**config.mk**
```make
export PLATFORM = sky130hd
export DESIGN_NAME = hyperram_seq
export DESIGN_NICKNAME = d
export VERILOG_FILES = /design/src/rtl/hyperram_seq.sv
export SDC_FILE = /design/constraint.sdc
export NUM_CORES = 1
export LEC_CHECK = 0
export ABC_AREA = 1
export BUFFER_PORTS_ARGS = -buffer_cell sky130_fd_sc_hd__buf_4
export CORE_UTILIZATION = 30
export DETAILED_ROUTE_END_ITERATION = 6
export GPL_TIMING_DRIVEN = 0
export SLEW_MARGIN = 0
export SYNTH_ARGS = -nofsm -noshare
export SYNTH_HDL_FRONTEND = slang
export SYNTH_SLANG_ARGS = --single-unit
```
**constraint.sdc**
```tcl
create_clock -name clk0 -period 1.35 [get_ports clk0]
set_input_delay 0.3375 -clock clk0 [delete_from_list [all_inputs] [get_ports clk0]]
set_output_delay 0.3375 -clock clk0 [all_outputs]
set_load 0.05 [all_outputs]
```
**src/rtl/hyperram_seq.sv**
```systemverilog
// rtl/hyperram_seq.sv - HyperRAM burst sequencer: CA, latency, data, hold and read-write recovery phases.
// Optional HRAM_VARIABLE_LATENCY_EN: RWDS level at CA0 selects single or double initial latency.
module hyperram_seq #(
    parameter int LAT_CYCLES = 6,
    parameter int RD_PIPE    = 3,
    parameter int TRWR       = 4
) (
    input  logic        clk0,
    input  logic        rst,
    input  logic        req_valid,
    output logic        req_ready,
    input  logic        req_write,
    input  logic [31:0] req_addr,
    input  logic [7:0]  req_len,
    output logic        wr_ready,
    input  logic [15:0] wr_data,
    output logic        rd_valid,
    output logic [15:0] rd_data,
    output logic        done,
    output logic        cs_n,
    output logic        io_oe_clk,
    output logic        io_oe_data,
    output logic [15:0] io_datain,
    input  logic [15:0] io_dataout,
    input  logic        rwds_in
);
    typedef enum logic [3:0] {IDLE, CSS, CA0, CA1, CA2, LAT, DATA, HOLD, RWR} state_t;

    localparam logic [8:0] LAT_LONG = 9'(2 * LAT_CYCLES);

    state_t             state_q, state_d;
    logic [8:0]         cnt_q, cnt_d;
    logic               write_q, write_d;
    logic [47:0]        ca_q, ca_d;
    logic [8:0]         len_q, len_d;
    logic [RD_PIPE-1:0] tok_q, tok_d;
    logic               cs_n_q, cs_n_d;
    logic               oe_clk_q, oe_clk_d;
    logic               oe_data_q, oe_data_d;
    logic               wr_ready_q, wr_ready_d;
    logic [15:0]        ca_word_q, ca_word_d;
    logic               done_q, done_d;
    logic [8:0]         lat_len;

`ifdef HRAM_VARIABLE_LATENCY_EN
    logic rwds_q, rwds_d;

    always_comb rwds_d = (state_q == CA0) ? rwds_in : rwds_q;

    always_ff @(posedge clk0) begin
        if (rst) rwds_q <= 1'b0;
        else     rwds_q <= rwds_d;
    end

    assign lat_len = rwds_q ? LAT_LONG : 9'(LAT_CYCLES);
`else
    logic unused_rwds;
    assign unused_rwds = rwds_in;
    assign lat_len     = LAT_LONG;
`endif

    always_comb begin
        state_d = state_q;
        cnt_d   = cnt_q;
        write_d = write_q;
        ca_d    = ca_q;
        len_d   = len_q;
        done_d  = 1'b0;
        // Each read beat pushes a token; the token leaving the top flags its captured word.
        tok_d   = RD_PIPE'({tok_q, (state_q == DATA) && !write_q});
        unique case (state_q)
            IDLE: if (req_valid) begin
                write_d = req_write;
                ca_d    = {~req_write, 1'b0, 1'b1, req_addr[31:3], 13'd0, req_addr[2:0]};
                len_d   = (req_len == 8'd0) ? 9'd256 : {1'b0, req_len};
                state_d = CSS;
            end
            CSS: state_d = CA0;
            CA0: state_d = CA1;
            CA1: state_d = CA2;
            CA2: begin
                state_d = LAT;
                cnt_d   = lat_len - 9'd1;
            end
            LAT: if (cnt_q == 9'd0) begin
                state_d = DATA;
                cnt_d   = len_q - 9'd1;
            end else begin
                cnt_d = cnt_q - 9'd1;
            end
            DATA: if (cnt_q == 9'd0) state_d = HOLD;
                  else               cnt_d   = cnt_q - 9'd1;
            HOLD: begin
                state_d = RWR;
                cnt_d   = 9'(TRWR - 1);
            end
            RWR: if (cnt_q == 9'd0) begin
                state_d = IDLE;
                done_d  = 1'b1;
            end else begin
                cnt_d = cnt_q - 9'd1;
            end
            default: state_d = IDLE;
        endcase

        // Outputs are decoded from the next state so they line up with the state they belong to.
        cs_n_d     = (state_d == IDLE) || (state_d == RWR);
        oe_clk_d   = state_d inside {CA0, CA1, CA2, LAT, DATA};
        wr_ready_d = (state_d == DATA) && write_d;
        oe_data_d  = (state_d inside {CA0, CA1, CA2}) || wr_ready_d;
        case (state_d)
            CA0:     ca_word_d = ca_d[47:32];
            CA1:     ca_word_d = ca_d[31:16];
            CA2:     ca_word_d = ca_d[15:0];
            default: ca_word_d = 16'h0000;
        endcase
    end

    always_ff @(posedge clk0) begin
        if (rst) begin
            state_q    <= IDLE;
            cnt_q      <= '0;
            write_q    <= 1'b0;
            ca_q       <= '0;
            len_q      <= '0;
            tok_q      <= '0;
            cs_n_q     <= 1'b1;
            oe_clk_q   <= 1'b0;
            oe_data_q  <= 1'b0;
            wr_ready_q <= 1'b0;
            ca_word_q  <= '0;
            done_q     <= 1'b0;
        end else begin
            state_q    <= state_d;
            cnt_q      <= cnt_d;
            write_q    <= write_d;
            ca_q       <= ca_d;
            len_q      <= len_d;
            tok_q      <= tok_d;
            cs_n_q     <= cs_n_d;
            oe_clk_q   <= oe_clk_d;
            oe_data_q  <= oe_data_d;
            wr_ready_q <= wr_ready_d;
            ca_word_q  <= ca_word_d;
            done_q     <= done_d;
        end
    end

    assign req_ready  = (state_q == IDLE) && !rst;
    assign cs_n       = cs_n_q;
    assign io_oe_clk  = oe_clk_q;
    assign io_oe_data = oe_data_q;
    assign wr_ready   = wr_ready_q;
    assign done       = done_q;
    // Write data passes straight through so the word lands in the cycle it is consumed.
    assign io_datain  = wr_ready_q ? wr_data : ca_word_q;
    assign rd_valid   = tok_q[RD_PIPE-1];
    assign rd_data    = rd_valid ? io_dataout : 16'h0000;

endmodule

```
* After elaboration in Yosys (flattened, before gate mapping)
Index checks and enable logic that the tools add are counted. W data, S select, Z words.
Cells by class: $add $sub $neg 2, equality and inequality tests 15, muxes and demuxes 17, bitwise gates (word level) 2, reductions and logical operators 18
Operator list (count):
- $mux W48 | 2
- $pmux W16 S3 | 1
- $pmux W4 S9 | 1
- $pmux W9 S4 | 1
- $mux W16 | 2
- $eq A4 B3 Y1 const B | 7
- $mux W9 | 3
- $sub A9 B1 Y9 const B | 2
- $eq A4 B2 Y1 const B | 4
- $mux W4 | 4
- $logic_not A9 Y1 | 1
- $eq A4 B4 Y1 const B | 2
- $logic_not A4 Y1 | 2
- $logic_not A8 Y1 | 1
- $reduce_bool A5 Y1 | 1
- $eq A4 B1 Y1 const B | 1
- $reduce_and A2 Y1 | 2
- $reduce_bool A4 Y1 | 1
- $reduce_or A2 Y1 | 2
- $logic_and A1 B1 Y1 | 3
- $mux W1 | 3
- $reduce_bool A3 Y1 | 1
- $logic_not A1 Y1 | 2
- $logic_or A1 B1 Y1 | 2
- other kinds (2) | 3
Word-level totals: bits in registers 95, bits of input ports 77, output and inout bits 39, word-level logic and storage cells 66

* Depth between registers and ports, before layout
Gate-level depths: netlist of run 1.
word-level depth 6, depth in mapped cells 14

* Worst setup path after synthesis of run 1
No wires, ideal clock.
kind register -> output, start reg state_q[3], end out req_ready, arrival time 2040 ps, required time 1013 ps, path slack -1028 ps, stages on the path, launching flop included 4, buffers on the path 0, path through dfxtp_1 nor2_2 inv_2 nor4_1
Between the ends: word-level cells in the longest chain between the ends 2
Ends and longest elaborated chain:
- start: declaration | RTL line 31 | state_t state_q, state_d;
- start signal: assignment | RTL line 134 | state_q <= state_d;
- $logic_not A4 Y1 | RTL line 149 | assign req_ready = (state_q == IDLE) && !rst;
- $logic_and A1 B1 Y1 | RTL line 149
- end: declaration | RTL line 11 | output logic req_ready,
Every way passes these cells.

* Worst setup path in the final report of run 1
start reg wr_ready_q, in the netlist wr_ready, end out io_datain[4]
Between the ends: word-level cells in the longest chain between the ends 1
Ends and longest elaborated chain:
- start: declaration | RTL line 40 | logic wr_ready_q, wr_ready_d;
- start signal: assignment | RTL line 143 | wr_ready_q <= wr_ready_d;
- $mux W16 | RTL line 156 | assign io_datain = wr_ready_q ? wr_data : ca_word_q;
- end: declaration | RTL line 23 | output logic [15:0] io_datain,
Every way passes these cells.

==> out/metrics.csv, run 1 <==
stage,metric,value,unit
route,dr.pass1.iters,4,
grt,grt_pass1_wl,26000,um
yosys,synth-edff-count,0,
yosys,synth_area_per_cell,7.22,sq um
timing,drv_slew,0,
cells_and_area,final_core_util,55.2,%
power_and_ir_drop,irDropWorstVdd,0.800,mV
yosys,syn-num-nets,706,
status,violations,setup timing,
timing,relSlewSlack,55.8,%
cts,htreeDepth,3,
yosys,synth.largest_area_cell,dfxtp_1,
cts,clock_sinks,95,
timing,fin_crit,1.72,ns
worst_setup_path,startpoint_type,register,
place,port_buffers,114,
yosys,synthCells,626,
timing,fin_skew,0.00568,ns
timing,setup_violations,121,
route,drt_iter0_markers,303,
cts,cts_buffers,9,
timing,fin_ws,-0.367,ns
power_and_ir_drop,power.leakage,3.72,nW
yosys,synth-async-reset-ratio,0,%
yosys,synthTopCellsByCount,"118 x nand2_1, 95 x dfxtp_1, 72 x nor2_1, 71 x inv_1, 51 x o21ai_0",
timing,period_share,127,%
floorplanning,start_util,31.0,%
worst_setup_path,critPathKind,register to output port,
floorplanning,die_x,125,um
timing,worst_pin_slew,0.662,ns
floorplanning,dieArea,15600,sq um
place,dp_hpwl,10100,um
flow_run,drv_cap,0,
yosys,synth.area.top_cells,"dfxtp_1 42%, nand2_1 9.8%, nor2_1 6.0%",
grt,antenna_found_initial,0,
cells_and_area,drive_above_1_share,53.8,%
cts,cts-root-buf,clkbuf_16,
yosys,ys_types,35,
cells_and_area,antenna_cells,0,
floorplanning,core_area,14600,sq um
worst_setup_path,cp.required,1.01,ns
cts,clk_pin_slew,0.07,ns
status,status,"complete, but fails checks",
cells_and_area,nNetsFinal,886,
route,antenna_left,0,
worst_hold_path,hold_class,input port to register,
floorplanning,ioPinCount,116,
cts,clk_path_buf_depth,2,
worst_setup_path,crit_path_max_fanout,5,
grt,grt_max_degree,17,
route,vias,4907,
yosys,yosys_most_used_dff,dfxtp_1,
timing,hold_viol,0,
route,drt-total-wl,16800,um
timing,rsz0062_at_grt,true,
place,dp_slack,-0.407,ns
grt,grt.overflow.total,0,
power_and_ir_drop,power.density,1200,nW/um^2
yosys,syn_area,4520,sq um
worst_setup_path,cp_data_arrival_time,1.38,ns
yosys,synth_seq_area_share,42.1,%
cts,cts_tree,built,
cts,cts_hold_buf,0,
grt,track_usage,21.4,%
yosys,yosysMostFrequentCell,nand2_1,
yosys,synth_top_cell_area_share,42.1,%
floorplanning,rows,44,
worst_setup_path,setup.worst_path.end_class,output port,
yosys,synth_seq_cells,95,
route,wire_per_inst,16.9,um
cts,clk_latency,0.35,ns
place,place.gp.congestion,0.844,
grt,grt_pass1_vias,4903,
yosys,yosysWarningCount,0,
timing,fmax,582,MHz
cells_and_area,synthToLayoutAreaGrowth,78.2,%
route,drc,0,
route,via_per_inst,4.93,
floorplanning,die-height,125,um
## kinds of logic (layout without fill, tap and decap cells)
kind of cell             after synthesis  in the layout  synth area share (%)
AO/OA/AOI/OAI                        108            108                  13.9
XOR/XNOR                               6              6                  1.16
adder cells (fa/ha/maj)                3              3                 0.831
buffers and inverters                109            293                  9.58
flip-flops                            95             95                  42.1
multiplexers                          17             17                  4.21
AND/OR/NAND/NOR                      288            289                  28.2
## layout by cell type, fill, tap and decap left out, drive strengths merged
cell type  count
a21oi         20
clkinvlp      11
nor4           3
inv           70
nor2          77
xor2           5
a21boi         1
o22ai          1
nand3         49
mux2i          1
o211ai        31
nor3           5
nand4          2
o21a           1
clkinv         2
mux2          16
o21bai         1
buf          184
a22oi          1
xnor2          1
nand2        122
clkbuf        26
dfxtp         95
o21ai         52
or2           31
ha             3
## routing by layer
| metal | track usage (%) | vias to the layer above | share of wire, % |
|---|---|---|---|
| li1 | - | 2391 | - |
| met1 | 26.7 | 2308 | 43 |
| met2 | 36.2 | 178 | 49 |
| met3 | 3.35 | 30 | 5.8 |
| met4 | 9.14 | 0 | 2.3 |
| met5 | 0 | - | 0 |
## where the power goes
group,internal [mW],switching [mW]
sequential,3.08,0.117
clock,1.32,1.16
combinational,1.90,2.05
## worst max-delay path, stage by stage (launching register included)
cell,delay (ns)
dfxtp_4,0.43
buf_8,0.14
mux2_4,0.31
buf_8,0.15
## worst paths after layout
path	from	endpoint	slack (ns)	depth (start not counted)
max	wr_ready$_SDFF_PP0_	io_datain[4]	-0.37	3
min	req_addr[11]	ca_q[24]$_SDFF_PP0_	0.23	3
max reg2reg	state_q[2]$_SDFF_PP0_	ca_word_q[3]$_SDFF_PP0_	-0.35	11
min reg2reg	tok_q[1]$_SDFF_PP0_	tok_q[2]$_SDFF_PP0_	0.40	2
## repair_timing
item                       CTS  global route
setup endpoints to repair  117           126
setup buffers               40             7
pin swaps                   45            39
cloned                      16             1
resized for setup          346            80
## through the flow
stage          hold slack [ns]  power (mW)  instances  cell area [sq um]  TNS (ns)
6_report                 0.231        9.63        995               8050    -26.33
5_1_grt                  0.232        10.0        995               8050    -31.49
4_1_cts                  0.228        9.34        995               7850    -32.43
3_5_place_dp             0.389        5.50        924               5840    -27.17
3_3_place_gp             0.384        5.48        924               5840    -25.76
2_1_floorplan            0.379        4.77        626               4750     -1.60
## layout make-up
type | instances | area [sq um]
Buffer | 29 | 367
Clock buffer | 11 | 243
Clock inverter | 5 | 41.3
Fill cell | 1249 | 6540
Inverter | 77 | 364
Multi-Input combinational cell | 423 | 3040
Sequential cell | 95 | 1930
Tap cell | 184 | 230
Timing Repair Buffer | 170 | 1830
Timing Repair inverter | 1 | 6.26
## registers in the layout (all words and copies together) (netlist names), 3 cells and up
name	flops
ca_q	48
ca_word_q	16
cnt_q	9
len_q	9
state_q	4
tok_q	3
Note: power is estimated with default switching activity, not from simulation.
==> inputs of run 2 (changes only) <==
CORE_UTILIZATION = 48   (was 30)
PLACE_DENSITY = 0.76   (was not set)
==> run 2 against run 1 <==
  * The flow still finishes with violations (setup timing)
  * Design area down 1.4%
  * Sequential share of layout area up 0.36 points
  * Combinational power up 7.6%
  * Largest power group unchanged
  * Clock skew up 0.0065 ns
  * First-iteration DRC count up 140%
  * Register-to-register slack worse by 0.26 ns
  * Non-clock buffer count unchanged
  * Sequential power up 2%
  * Clock power down 21%
  * Worst setup slack worse by 0.35 ns
  * Largest cell class unchanged
==> out/metrics.csv, run 2 (synthesis results as in run 1) <==
stage,metric,value,unit
route,antenna_left,0,
cts,clk_pin_slew,0.11,ns
worst_setup_path,cp_data_arrival_time,1.73,ns
route,via_per_inst,6.52,
cts,htreeDepth,3,
place,port_buffers,114,
floorplanning,ioPinCount,116,
power_and_ir_drop,irDropWorstVdd,0.892,mV
timing,drv_slew,0,
timing,setup_violations,127,
power_and_ir_drop,power.density,1190,nW/um^2
cts,clk_path_buf_depth,2,
cells_and_area,largest_reg_flops,48,
grt,track_usage,38.0,%
worst_setup_path,cp_cell_sequence,"nor2_4, inv_2, nor4_4, buf_6",
route,vias,6009,
cells_and_area,antenna_cells,0,
cells_and_area,top_regs,"ca_q (48), ca_word_q (16)",
cells_and_area,final_cell_mix,"104 x buf_4, 86 x dfxtp_1, 61 x nand2_1, 55 x nor2_1, 42 x inv_1",
grt,grt_pass1_wl,28500,um
cells_and_area,fin_area,7940,sq um
route,dr.pass1.iters,7,
timing,relSlewSlack,34.9,%
worst_setup_path,cp_num_buf_inv,2,
status,status,"complete, but fails checks",
grt,grt_pass1_vias,5435,
worst_setup_path,setup.worst_path.end_class,output port,
power_and_ir_drop,power.leakage,3.70,nW
worst_setup_path,startpoint_type,register,
worst_setup_path,crit_path_max_fanout,3,
worst_hold_path,hold_class,input port to register,
worst_setup_path,critPathKind,register to output port,
floorplanning,die-height,99.0,um
place,placed_cell_area,5750,sq um
cells_and_area,nNetsFinal,886,
worst_setup_path,r2r_end,ca_word_q[12]$_SDFF_PP0_,
status,violations,setup timing,
floorplanning,dieArea,9800,sq um
timing,hold_viol,0,
place,dp_slack,-0.350,ns
worst_hold_path,min-delay-start,req_addr[25],
cts,clk_latency,0.39,ns
cts,cts_buffers,9,
timing,fin_skew,0.0122,ns
route,drc,0,
worst_setup_path,slowest_delay,0.44,ns
worst_setup_path,cp_top_family,simple AND/OR/NAND/NOR gates,
grt,antenna_found_initial,0,
timing,rsz0062_at_grt,true,
timing,fin_ws,-0.714,ns
worst_hold_path,min_to,ca_q[38]$_SDFF_PP0_,
route,drt_iter0_markers,724,
timing,fin_crit,2.06,ns
worst_setup_path,r2r_cells,9,
timing,fmax,485,MHz
cts,cts-root-buf,clkbuf_8,
cts,clock_sinks,95,
worst_setup_path,cp.required,1.01,ns
cells_and_area,synthToLayoutAreaGrowth,75.7,%
grt,grt.overflow.total,0,
timing,period_share,153,%
place,dp_hpwl,9630,um
cts,cts_tree,built,
worst_hold_path,min_path_cells,3,
grt,grt_max_degree,19,
cells_and_area,mostFrequentLayoutCell,buf_4,
route,drt-total-wl,23100,um
place,place.gp.congestion,0.877,
worst_setup_path,reg2reg_slack,-0.61,ns
cts,cts_hold_buf,0,
route,wire_per_inst,25.0,um
worst_setup_path,slowest_stage,nor4_4,
flow_run,drv_cap,0,
floorplanning,start_util,49.1,%
cells_and_area,drive_above_1_share,55.4,%
floorplanning,rows,35,
cells_and_area,regMostFlops,ca_q,
floorplanning,die_x,99.0,um
worst_setup_path,r2r-start,state_q[0]$_SDFF_PP0_,
floorplanning,core_area,9200,sq um
timing,worst_pin_slew,0.977,ns
-- run 2: area by class of cell --
class | count | area, sq um
Buffer | 30 | 372
Clock buffer | 9 | 124
Clock inverter | 7 | 61.3
Fill cell | 412 | 1260
Inverter | 77 | 354
Multi-Input combinational cell | 423 | 3190
Sequential cell | 95 | 1930
Tap cell | 111 | 139
Timing Repair Buffer | 169 | 1760
Timing Repair inverter | 1 | 3.75
-- run 2: metal layers --
metal | vias up | routed length [um] | global-route usage (%) | share of wire (%)
li1 | 2388 | - | - | -
met3 | 239 | 3050 | 9.15 | 13
met4 | 0 | 2100 | 20.3 | 9.1
met1 | 2740 | 7690 | 43.1 | 33
met5 | - | 0 | 0 | 0
met2 | 642 | 10300 | 65.9 | 44
-- run 2: worst max path at each step --
stage                     slack [ns]                 endpoint  depth (start not counted)                  start
after global placement         -0.36  ca_word_q[1]$_SDFF_PP0_                          9  state_q[1]$_SDFF_PP0_
after CTS                      -0.47            io_datain[13]                          4    wr_ready$_SDFF_PP0_
after floorplan                -0.14                req_ready                          3  state_q[2]$_SDFF_PP0_
after global routing           -0.73                req_ready                          4  state_q[3]$_SDFF_PP0_
final                          -0.71                req_ready                          4  state_q[3]$_SDFF_PP0_
after detailed placement       -0.35  ca_word_q[1]$_SDFF_PP0_                          9  state_q[1]$_SDFF_PP0_
-- run 2: what timing repair did --
action                                  4_1_cts  5_1_grt
resized for setup                           320      120
endpoints found under the setup margin      117      125
cloned                                       13        1
setup buffers                                30       14
pin swaps                                    58       46
-- run 2: per-stage QoR --
stage          setup TNS, ns  hold slack [ns]  instances  util (%)  power (mW)
2_1_floorplan          -1.60            0.379        626         -        4.77
3_3_place_gp          -18.45            0.386        851      62.5        5.42
3_5_place_dp          -22.59            0.388        851      62.5        5.49
4_1_cts               -19.99            0.189        909      80.3        8.36
5_1_grt               -54.41            0.187        922      86.3        9.61
6_report              -46.38            0.182        922      86.3        9.45
-- run 2: power breakdown --
group          switching, mW  internal [mW]
logic                   2.46           1.78
clock network           1.24          0.714
registers              0.164           3.08
total                   3.87           5.58
-- run 2: worst reg2reg max path, stage by stage (launching register included) --
cell      delay, ns
dfxtp_4        0.42
nor2_4         0.21
nand3_4        0.20
buf_12         0.21
buf_12         0.14
buf_8          0.13
o211ai_1       0.24
nand3_1        0.17
nand2_1        0.09
inv_1          0.04
==> inputs of run 3 (changes only) <==
CORE_UTILIZATION = 57   (was 48)
PLACE_DENSITY = 0.85   (was 0.76)
clock period = 2.4 ns   (was 1.35 ns; I/O delays follow)
==> run 3 against run 2 <==
  * The run now ends clean
  * Register-to-register slack better by 1.2 ns
  * Non-clock buffer count down 53
  * First-iteration DRC count down 61%
  * Routed wire length down 48%
  * Via count down 24%
  * Clock-buffer cell count up 4
  * Sequential power down 45%
  * Combinational power down 71%
  * Critical path depth unchanged
  * Design area down 28%
  * Critical path type unchanged
  * Largest cell class unchanged
  * Highest routed layer unchanged
==> out/metrics.csv, run 3 (synthesis results as in run 1) <==
stage,metric,value,unit
worst_setup_path,setup.worst_path.end_class,output port,
timing,fin_setup_tns,0,ns
worst_setup_path,r2r_cells,8,
timing,relSlewSlack,61.1,%
timing,fin_skew,0.00849,ns
floorplanning,start_util,58.8,%
cells_and_area,mostFrequentLayoutCell,nand2_1,
floorplanning,die_x,91.0,um
route,dr.pass1.iters,5,
place,place.gp.congestion,0.908,
timing,fin_crit,2.28,ns
route,via_per_inst,5.31,
timing,fmax,439,MHz
power_and_ir_drop,irDropWorstVdd,0.487,mV
worst_setup_path,slowest_delay,0.35,ns
cts,clk_pin_slew,0.08,ns
cts,cts_hold_buf,0,
cells_and_area,final_cell_mix,"118 x nand2_1, 116 x buf_4, 95 x dfxtp_1, 72 x nor2_1, 71 x inv_1",
power_and_ir_drop,power.density,700,nW/um^2
timing,setup_violations,0,
power_and_ir_drop,power.leakage,2.90,nW
route,drt_iter0_markers,282,
floorplanning,dieArea,8290,sq um
place,dp_hpwl,8980,um
worst_setup_path,cp.required,1.80,ns
worst_hold_path,min_path_cells,2,
cells_and_area,largest_reg_flops,48,
cells_and_area,antenna_cells,0,
cts,clock_sinks,95,
timing,period_share,95.0,%
worst_setup_path,startpoint_type,register,
cells_and_area,final_core_util,74.0,%
cells_and_area,regMostFlops,ca_q,
cts,clk_latency,0.36,ns
grt,grt.overflow.total,0,
cts,cts-root-buf,clkbuf_8,
route,wire_per_inst,14.0,um
grt,grt_max_degree,15,
worst_setup_path,cp_data_arrival_time,1.68,ns
route,vias,4556,
timing,drv_slew,0,
grt,track_usage,29.6,%
route,antenna_left,0,
worst_setup_path,slowest_stage,mux2_2,
cells_and_area,synthToLayoutAreaGrowth,26.0,%
worst_setup_path,crit_path_max_fanout,10,
timing,worst_pin_slew,0.583,ns
grt,grt_pass1_wl,19600,um
timing,rsz0062_at_grt,false,
place,dp_cells,842,
route,drc,0,
flow_run,drv_cap,0,
worst_setup_path,cp_num_buf_inv,3,
floorplanning,core_area,7690,sq um
cts,htreeDepth,3,
cells_and_area,fillers,608,
worst_setup_path,cp_top_family,buffers and inverters,
place,port_buffers,114,
worst_setup_path,critPathKind,register to output port,
worst_setup_path,cp_cell_sequence,"clkbuf_4, clkbuf_4, mux2_2, buf_4",
floorplanning,rows,32,
timing,hold_viol,0,
worst_setup_path,crit_top_cell,clkbuf_4,
grt,grt_pass1_vias,4355,
cells_and_area,nNetsFinal,831,
floorplanning,die-height,91.0,um
cells_and_area,drive_above_1_share,24.2,%
status,status,finished clean,
worst_setup_path,cp.depth,4,
cts,cts_tree,built,
route,drt-total-wl,12000,um
floorplanning,ioPinCount,116,
cells_and_area,top_regs,"ca_q (48), ca_word_q (16)",
cells_and_area,instances_no_fill,858,
cts,clk_path_buf_depth,2,
cts,cts_buffers,9,
worst_hold_path,hold_class,register to register,
grt,antenna_found_initial,0,
run 3: changes by cell type in the layout (fill, tap and decap cells not counted), sizes merged:
cell / before / now
clkinvlp: 11 / 1
buf: 183 / 131
inv: 72 / 77
nand2: 122 / 121
clkbuf: 25 / 28
run 3: final timing paths:
| path | startpoint | end | slack, ns |
|---|---|---|---|
| hold reg to reg | tok_q[1]$_SDFF_PP0_ | tok_q[2]$_SDFF_PP0_ | 0.41 |
| setup reg to reg | state_q[0]$_SDFF_PP0_ | ca_word_q[5]$_SDFF_PP0_ | 0.63 |
| setup / recovery | wr_ready$_SDFF_PP0_ | io_datain[9] | 0.12 |
| hold / removal | tok_q[1]$_SDFF_PP0_ | tok_q[2]$_SDFF_PP0_ | 0.41 |
run 3: routing by layer:
metal  share of wire (%)  up-vias  global-route usage (%)
li1                    -     2263                       -
met1                  42     2092                    35.9
met2                  49      166                    51.2
met3                 5.4       35                    4.77
met4                 3.3        0                    13.8
met5                   0        -                       0
run 3: power by group:
part | switching, mW | internal [mW]
clock network | 0.541 | 0.432
logic | 0.775 | 0.448
registers | 0.0562 | 1.73
run 3: repair_timing:
item                                    4_1_cts  5_1_grt
setup buffers                                 0        0
endpoints found under the setup margin       10       12
pin swaps                                     0        0
resized for setup                             1        5
run 3: through the flow:
stage                     power (mW)  setup slack, ns  hold slack [ns]  area [sq um]
after floorplan                 2.64           0.0808            0.388          4520
after global placement          2.98            0.207            0.394          5510
after detailed placement        3.02            0.174            0.395          5510
after CTS                       3.97          0.00776            0.408          5690
after global routing            4.18           0.0496            0.435          5690
final                           3.98            0.121            0.406          5690
run 3: final cells by class:
type,count,area [sq um],area share (%)
Buffer,32,151,2.66
Clock buffer,13,159,2.79
Clock inverter,3,17.5,0.308
Inverter,77,289,5.08
Multi-Input combinational cell,422,2190,38.5
Sequential cell,95,1900,33.4
Tap cell,102,128,2.24
Timing Repair Buffer,114,856,15.0
run 3: tightest hold or removal path, delay by kind of cell (launching register included):
kind                   cells  cell delay [ns]
flip-flops                 1             0.30
buffers and inverters      1             0.04
AND/OR/NAND/NOR            1             0.03
